<file path="src/rtl/compute_unit_pkg.sv">
// Shared definitions for the compute unit: opcodes, flag bit positions, width helpers.
// No logic; pure constants and constant functions.
// Used by the ALU and the pipeline top.
package compute_unit_pkg;

   localparam logic [3:0] OP_NOP  = 4'h0;
   localparam logic [3:0] OP_SHL  = 4'h1;
   localparam logic [3:0] OP_SHR  = 4'h2;
   localparam logic [3:0] OP_MOV  = 4'h3;
   localparam logic [3:0] OP_LOAD = 4'h9;
   localparam logic [3:0] OP_ADD  = 4'hA;
   localparam logic [3:0] OP_SUB  = 4'hB;
   localparam logic [3:0] OP_AND  = 4'hC;
   localparam logic [3:0] OP_OR   = 4'hD;
   localparam logic [3:0] OP_NOT  = 4'hE;
   localparam logic [3:0] OP_XOR  = 4'hF;

   // out_flags = {illegal, negative, carry, zero}
   localparam int FLAG_ZERO  = 0;
   localparam int FLAG_CARRY = 1;
   localparam int FLAG_NEG   = 2;
   localparam int FLAG_ILL   = 3;

   // Register-index width for a power-of-two register count.
   function automatic int ra_width(input int num_regs);
      return $clog2(num_regs);
   endfunction

   // Opcode + target + payload, payload wide enough for an immediate or two source indices.
   function automatic int instr_width(input int data_w, input int ra_w);
      return 4 + ra_w + ((data_w > 2 * ra_w) ? data_w : 2 * ra_w);
   endfunction

endpackage

</file>
<file path="src/rtl/compute_unit_pipe_alu.sv">
// Combinational ALU: op, operands and immediate in; result, carry, illegal and write-enable out.
// Latency: zero (purely combinational).
// Backpressure: none; the pipeline decides when the result is consumed.
module cu_alu
   import compute_unit_pkg::*;
#(
   parameter int DATA_W = 8
) (
   input  logic [3:0]        op,
   input  logic [DATA_W-1:0] a,
   input  logic [DATA_W-1:0] b,
   input  logic [DATA_W-1:0] imm,
   output logic [DATA_W-1:0] result,
   output logic              carry,
   output logic              illegal,
   output logic              wb
);

   localparam int SH_W = $clog2(DATA_W);

   logic [SH_W-1:0] amt;
   logic [DATA_W:0] shl_ext;
   logic [DATA_W:0] shr_ext;
   logic [DATA_W:0] add_ext;
   logic [DATA_W:0] sub_ext;

   // Extended shifts leave the last bit shifted out in the spare bit position;
   // the extended subtract leaves the borrow in the top bit.
   assign amt     = b[SH_W-1:0];
   assign shl_ext = {1'b0, a} << amt;
   assign shr_ext = {a, 1'b0} >> amt;
   assign add_ext = {1'b0, a} + {1'b0, b};
   assign sub_ext = {1'b0, a} - {1'b0, b};

   // Opcode decode; NOP and illegal opcodes produce zero and suppress writeback.
   always_comb begin
      result  = '0;
      carry   = 1'b0;
      illegal = 1'b0;
      wb      = 1'b1;
      case (op)
         OP_NOP:  wb = 1'b0;
         OP_SHL:  begin result = shl_ext[DATA_W-1:0]; carry = shl_ext[DATA_W]; end
         OP_SHR:  begin result = shr_ext[DATA_W:1];   carry = shr_ext[0];      end
         OP_MOV:  result = a;
         OP_LOAD: result = imm;
         OP_ADD:  begin result = add_ext[DATA_W-1:0]; carry = add_ext[DATA_W]; end
         OP_SUB:  begin result = sub_ext[DATA_W-1:0]; carry = sub_ext[DATA_W]; end
         OP_AND:  result = a & b;
         OP_OR:   result = a | b;
         OP_XOR:  result = a ^ b;
         OP_NOT:  result = ~a;
         default: begin illegal = 1'b1; wb = 1'b0; end
      endcase
   end

endmodule

</file>
<file path="src/rtl/compute_unit_pipe.sv">
// Register file + ALU behind a 2-stage pipeline (S1 latched operands, S2 output register).
// Latency: 2 cycles from accept to out_valid; one instruction per cycle sustained.
// Backpressure: out_valid&!out_ready holds S2; in_ready drops only when S1 is also full.
module compute_unit_pipe
   import compute_unit_pkg::*;
#(
   parameter  int DATA_W   = 8,
   parameter  int NUM_REGS = 16,
   localparam int RA_W     = ra_width(NUM_REGS),
   localparam int INSTR_W  = instr_width(DATA_W, RA_W)
) (
   input  logic               clk,
   input  logic               rst_n,
   input  logic               ena,
   input  logic               in_valid,
   output logic               in_ready,
   input  logic [INSTR_W-1:0] in_instr,
   output logic               out_valid,
   input  logic               out_ready,
   output logic [DATA_W-1:0]  out_data,
   output logic [RA_W-1:0]    out_tgt,
   output logic [3:0]         out_flags
);

   logic [DATA_W-1:0] regs [NUM_REGS];

   logic [3:0]        in_op;
   logic [RA_W-1:0]   in_tgt;
   logic [RA_W-1:0]   in_src0;
   logic [RA_W-1:0]   in_src1;
   logic [DATA_W-1:0] in_imm;

   logic              alive;
   logic              s1_valid;
   logic [3:0]        s1_op;
   logic [RA_W-1:0]   s1_tgt;
   logic [DATA_W-1:0] s1_a;
   logic [DATA_W-1:0] s1_b;
   logic [DATA_W-1:0] s1_imm;

   logic [DATA_W-1:0] alu_res;
   logic              alu_carry;
   logic              alu_ill;
   logic              alu_wb;

   logic              s2_stall;
   logic              s1_adv;
   logic              wb_fire;
   logic              accept;
   logic [DATA_W-1:0] rd_a;
   logic [DATA_W-1:0] rd_b;
   logic [3:0]        nxt_flags;

   assign in_op   = in_instr[INSTR_W-1 -: 4];
   assign in_tgt  = in_instr[INSTR_W-5 -: RA_W];
   assign in_src0 = in_instr[2*RA_W-1 -: RA_W];
   assign in_src1 = in_instr[RA_W-1:0];
   assign in_imm  = in_instr[DATA_W-1:0];

   assign s2_stall = out_valid & ~out_ready;
   assign s1_adv   = ena & s1_valid & ~s2_stall;
   assign wb_fire  = s1_adv & alu_wb;
   assign in_ready = alive & ena & ~(s1_valid & s2_stall);
   assign accept   = in_valid & in_ready;

   cu_alu #(.DATA_W(DATA_W)) u_alu (
      .op      (s1_op),
      .a       (s1_a),
      .b       (s1_b),
      .imm     (s1_imm),
      .result  (alu_res),
      .carry   (alu_carry),
      .illegal (alu_ill),
      .wb      (alu_wb)
   );

   // Operand read; a source matching the register written back at this edge takes the new value.
   always_comb begin
      rd_a = regs[in_src0];
      rd_b = regs[in_src1];
      if (wb_fire && (s1_tgt == in_src0)) rd_a = alu_res;
      if (wb_fire && (s1_tgt == in_src1)) rd_b = alu_res;
   end

   // Flags for the result entering the output register.
   always_comb begin
      nxt_flags             = '0;
      nxt_flags[FLAG_ZERO]  = (alu_res == '0);
      nxt_flags[FLAG_CARRY] = alu_carry;
      nxt_flags[FLAG_NEG]   = alu_res[DATA_W-1];
      nxt_flags[FLAG_ILL]   = alu_ill;
   end

   // Holds in_ready low until the first edge after reset release.
   always_ff @(posedge clk or negedge rst_n) begin
      if (!rst_n) alive <= 1'b0;
      else        alive <= 1'b1;
   end

   // Register file; written only as the result moves into the output register.
   always_ff @(posedge clk or negedge rst_n) begin
      if (!rst_n) begin
         for (int i = 0; i < NUM_REGS; i++) regs[i] <= '0;
      end else if (wb_fire) begin
         regs[s1_tgt] <= alu_res;
      end
   end

   // S1: latch decoded instruction and operands on accept, empty when it advances.
   always_ff @(posedge clk or negedge rst_n) begin
      if (!rst_n) begin
         s1_valid <= 1'b0;
         s1_op    <= '0;
         s1_tgt   <= '0;
         s1_a     <= '0;
         s1_b     <= '0;
         s1_imm   <= '0;
      end else if (accept) begin
         s1_valid <= 1'b1;
         s1_op    <= in_op;
         s1_tgt   <= in_tgt;
         s1_a     <= rd_a;
         s1_b     <= rd_b;
         s1_imm   <= in_imm;
      end else if (s1_adv) begin
         s1_valid <= 1'b0;
      end
   end

   // S2: output register, frozen while the consumer stalls or ena is low.
   always_ff @(posedge clk or negedge rst_n) begin
      if (!rst_n) begin
         out_valid <= 1'b0;
         out_data  <= '0;
         out_tgt   <= '0;
         out_flags <= '0;
      end else if (ena && !s2_stall) begin
         out_valid <= s1_valid;
         if (s1_valid) begin
            out_data  <= alu_res;
            out_tgt   <= s1_tgt;
            out_flags <= nxt_flags;
         end
      end
   end

endmodule

</file>
<file path="config.mk">
export PLATFORM = sky130hd
export DESIGN_NAME = compute_unit_pipe
export DESIGN_NICKNAME = d
export VERILOG_FILES = /design/src/rtl/compute_unit_pkg.sv /design/src/rtl/compute_unit_pipe_alu.sv /design/src/rtl/compute_unit_pipe.sv
export SDC_FILE = /design/constraint.sdc
export NUM_CORES = 1
export LEC_CHECK = 0
export ABC_AREA = 1
export BUFFER_PORTS_ARGS = -buffer_cell sky130_fd_sc_hd__buf_2
export CAP_MARGIN = 15
export CELL_PAD_IN_SITES_DETAIL_PLACEMENT = 0
export CELL_PAD_IN_SITES_GLOBAL_PLACEMENT = 1
export CORE_MARGIN = 5
export CORE_UTILIZATION = 50
export DETAILED_ROUTE_END_ITERATION = 6
export PLACE_DENSITY = 0.84
export SETUP_SLACK_MARGIN = 0.1
export SYNTH_ARGS = -nofsm -noshare
export SYNTH_HDL_FRONTEND = slang
export SYNTH_SLANG_ARGS = --single-unit
</file>
<file path="constraint.sdc">
create_clock -name clk -period 6.1 [get_ports clk]
set_input_delay 1.22 -clock clk [delete_from_list [all_inputs] [get_ports clk]]
set_output_delay 1.22 -clock clk [all_outputs]
set_load 0.02 [all_outputs]
</file>
==> key figures <==
Place
  – GP Congestion: 1.000
  – PortBufs: 38
  – Post-DP HPWL: 25670 um
  – Placed standard-cell area: 0.01137 mm^2

Power
  – Total power divided by cell area: 341.3 mW/mm^2
  – Tot Pwr: 4.085 mW
  – Leak Pwr: 5.573 nW
  – Worst vdd ir: 0.1575 mV

Layout
  – Area growth syn-to-layout: 7.724%
  – Nets: 1611
  – Fin area: 0.01197 mm^2
  – ANT cells: 0
  – Fill cells: 2201
  – Fin util: 54.86%
  – Layout cells sized above 1: 8.508%

Floorplan
  – Ports: 39
  – Die extent in y: 159.1 um
  – Die Wd: 159.1 um
  – Initial Utilization: 50.92%
  – Cell Rows: 54
  – Core Area: 0.02182 mm^2
  – Die area: 0.02531 mm^2

GRT
  – Total GRT Usage: 28.71%
  – Vias in the first global route: 10020
  – First-pass GRT wire length: 57980 um
  – Pin count of the biggest net entering global routing: 89
  – Initial antenna violation count: 0
  – Total congestion overflow: 0

Route
  – Drt wl/cell: 19.81 um
  – Vias: 10640
  – Vias per inst: 5.736
  – Post-Route WL: 36750 um
  – DRT iter0 DRCs: 1031
  – Final antenna-violating net count: 0
  – # DRC: 0
  – Pre-antenna DRT Iters: 5

STA
  – FMAX: 296.9 MHz
  – Final setup violation count: 0
  – Slew HR: 40.30%
  – TNS Setup: 0 ns
  – RSZ-0062 raised after global routing: false
  – Fin crit period: 3.368 ns
  – Slew Limit Fails: 0
  – Post-route clock skew: 0.02553 ns
  – Fin crit share: 55.21%
  – Worst-Margin Slew: 0.8945 ns
  – Fin. Hold Viols: 0

Outcome
  – Status: finished clean

Synthesis
  – Post-synthesis simple-gate area fraction: 27.52%
  – Yosys warns: 0
  – Synth Cell Area: 0.01111 mm^2
  – Compound-Gate Fraction of Synth Area: 20.03%
  – Top_reg_cell synth: dfrtp_1
  – Post-synth EDFFs: 0
  – XOR/XNOR Fraction of Synth Area: 0.2364%
  – Mapped Cells: 1583
  – Syn Area/Cell: 7.020 um^2
  – #FFs+latches synth: 178
  – Main combinational cell family by area after synthesis: simple AND/OR/NAND/NOR gates
  – Mux cell area share after synthesis: 0%
  – Syn_nets: 1632
  – Ys async rst share: 100.0%
  – Seq/Total Area, Yosys: 40.08%
  – Adder-cell share of the synthesized area: 3.288%
  – Cell variety after synth: 38

Worst setup path
  – Critical Path RT: 6.40 ns
  – Reg2Reg Depth: 10
  – Critical Path AT: 3.67 ns
  – Crit end category: flip-flop
  – Reg-to-Reg Start: s1_b[1]
  – CP startpoint kind: flip-flop
  – Worst path cell trace: inv_1, fa_1, inv_1, nand3_1, a21oi_1, o21ai_0, nand3_1, nand3_2, nor2_1, a21oi_1
  – RR Endpoint: regs[6]
  – CP max FO: 25
  – Delay-heaviest family, CP: simple AND/OR/NAND/NOR gates
  – WP buf/inv: 2
  – Slowest-stage cell, CP: dfrtp_1
  – Worst setup path start: s1_b[1]
  – Max stage delay on crit path: 0.65 ns
  – Setup CP Type: flip-flop to flip-flop
  – Register-to-register setup slack: 2.73 ns

Worst hold path
  – Hold EP: out_flags[0]
  – Worst hold path class: flip-flop to flip-flop
  – Hold path cells: 2
  – Hold wc startpoint: out_flags[0]

Clock network
  – CTS tree: built
  – CTS H-tree lvls: 4
  – Sink Count: 178
  – Clock Latency Late Sink: 0.45 ns
  – TritonCTS buffer count: 17
  – CTS resizes: 0
  – Root Buffer: clkbuf_16
  – Post-CTS setup buffers: 0
  – Clock tree buffer depth: 2
  – Hold-fix buffers, CTS: 0
  – Clk slew on worst S/H paths: 0.07 ns

Job
  – MaxCap Viol Count: 0
## worst max-delay path by stage
| stage | end | slack (ns) | cells past startpoint |
|---|---|---|---|
| 2_1_floorplan | in_ready | 3.26 | 2 |
| 3_3_place_gp | s1_b[0] | 2.55 | 9 |
| 3_5_place_dp | s1_b[1] | 2.49 | 10 |
| 4_1_cts | regs[6] | 2.77 | 10 |
| 5_1_grt | regs[22] | 2.47 | 10 |
| 6_report | regs[6] | 2.73 | 10 |
## cell usage after synthesis, types with 2 or more instances
library cell    n  area share, %
nand2_2         2           0.11
o21ai_0       170            7.7
buf_4           2           0.14
nand3_1       181            8.2
inv_2          23           0.78
and2_1          2           0.11
nor3_1          2          0.090
buf_2          36            1.6
o22ai_1         6           0.34
a21oi_1        93            4.2
nand2_1       415             14
buf_1           9           0.30
o21bai_1        2           0.14
fa_1            2           0.36
clkinv_1        9           0.30
nor2_1         82            2.8
clkbuf_1       43            1.5
o21ai_1        81            3.6
nand4_1         8           0.45
dfrtp_1       178             40
o211ai_1       51            3.4
inv_1         125            4.2
nor2_2         12           0.68
nor3_4          3           0.44
nand3_2         6           0.54
xnor2_1         3           0.24
ha_1           26            2.9
## per-layer routing
metal	global-route usage, %	vias to the layer above	part of all wire, %
met5	0	-	0
met4	12.10	0	3.7
met3	3.210	75	5.8
met2	46.05	360	47
met1	39.71	4988	44
li1	-	5217	-
## cells by family after synthesis
| logic type | count (synthesis) |
|---|---|
| buffers and inverters | 247 |
| other | 1 |
| flip-flops | 178 |
| AO/OA/AOI/OAI | 411 |
| AND/OR/NAND/NOR | 715 |
| adder cells (fa/ha/maj) | 28 |
| XOR/XNOR | 3 |
## worst reg2reg max path, delay by kind of cell (launching register included)
family | cells | cell delay [ns]
flip-flops | 1 | 0.65
AND/OR/NAND/NOR | 4 | 0.98
buffers and inverters | 2 | 0.61
adder cells (fa/ha/maj) | 1 | 0.59
AO/OA/AOI/OAI | 3 | 0.42
## power breakdown
group          switching, mW  internal (mW)  total (mW)
Sequential             0.180           1.41        1.59
Combinational          0.979          0.391        1.37
Clock                  0.528          0.597        1.13
## cells in the final DEF (no fill, tap or decap), types with 5 or more instances in the layout
| cell type | instances |
|---|---|
| nand2_1 | 415 |
| nand3_1 | 181 |
| dfrtp_1 | 178 |
| o21ai_0 | 170 |
| inv_1 | 125 |
| a21oi_1 | 93 |
| o21ai_1 | 81 |
| nor2_1 | 80 |
| o211ai_1 | 51 |
| buf_2 | 35 |
| ha_1 | 26 |
| inv_2 | 23 |
| clkbuf_16 | 17 |
| nor2_2 | 14 |
| buf_4 | 14 |
| clkinv_1 | 9 |
| nand4_1 | 8 |
| nand3_2 | 6 |
| o22ai_1 | 6 |
| inv_8 | 5 |
## flip-flops by register name (all words and copies together), names as in the netlist, 7 cells and up
name,count
out_data,7
regs,128
s1_b,8
s1_a,8
s1_imm,8
## per-stage QoR
stage	hold slack (ns)	setup slack, ns	std cells
final	0.4791	2.732	1855
after global routing	0.5011	2.471	1855
after detailed placement	0.4600	2.494	1823
after CTS	0.4799	2.774	1855
after floorplan	0.4530	3.257	1583
after global placement	0.4604	2.550	1823
## final cells by class
class / count / area (um^2) / share of cell area (%)
inverters: 157 / 589.3 / 4.923
clock buffers: 18 / 439.2 / 3.668
clock inverters: 14 / 160.2 / 1.338
multi-input cells: 1158 / 5684 / 47.48
well taps: 280 / 350.3 / 2.926
flip-flops and latches: 178 / 4454 / 37.21
repair buffers: 50 / 294.0 / 2.456
Power figures use the tool's default switching activity.
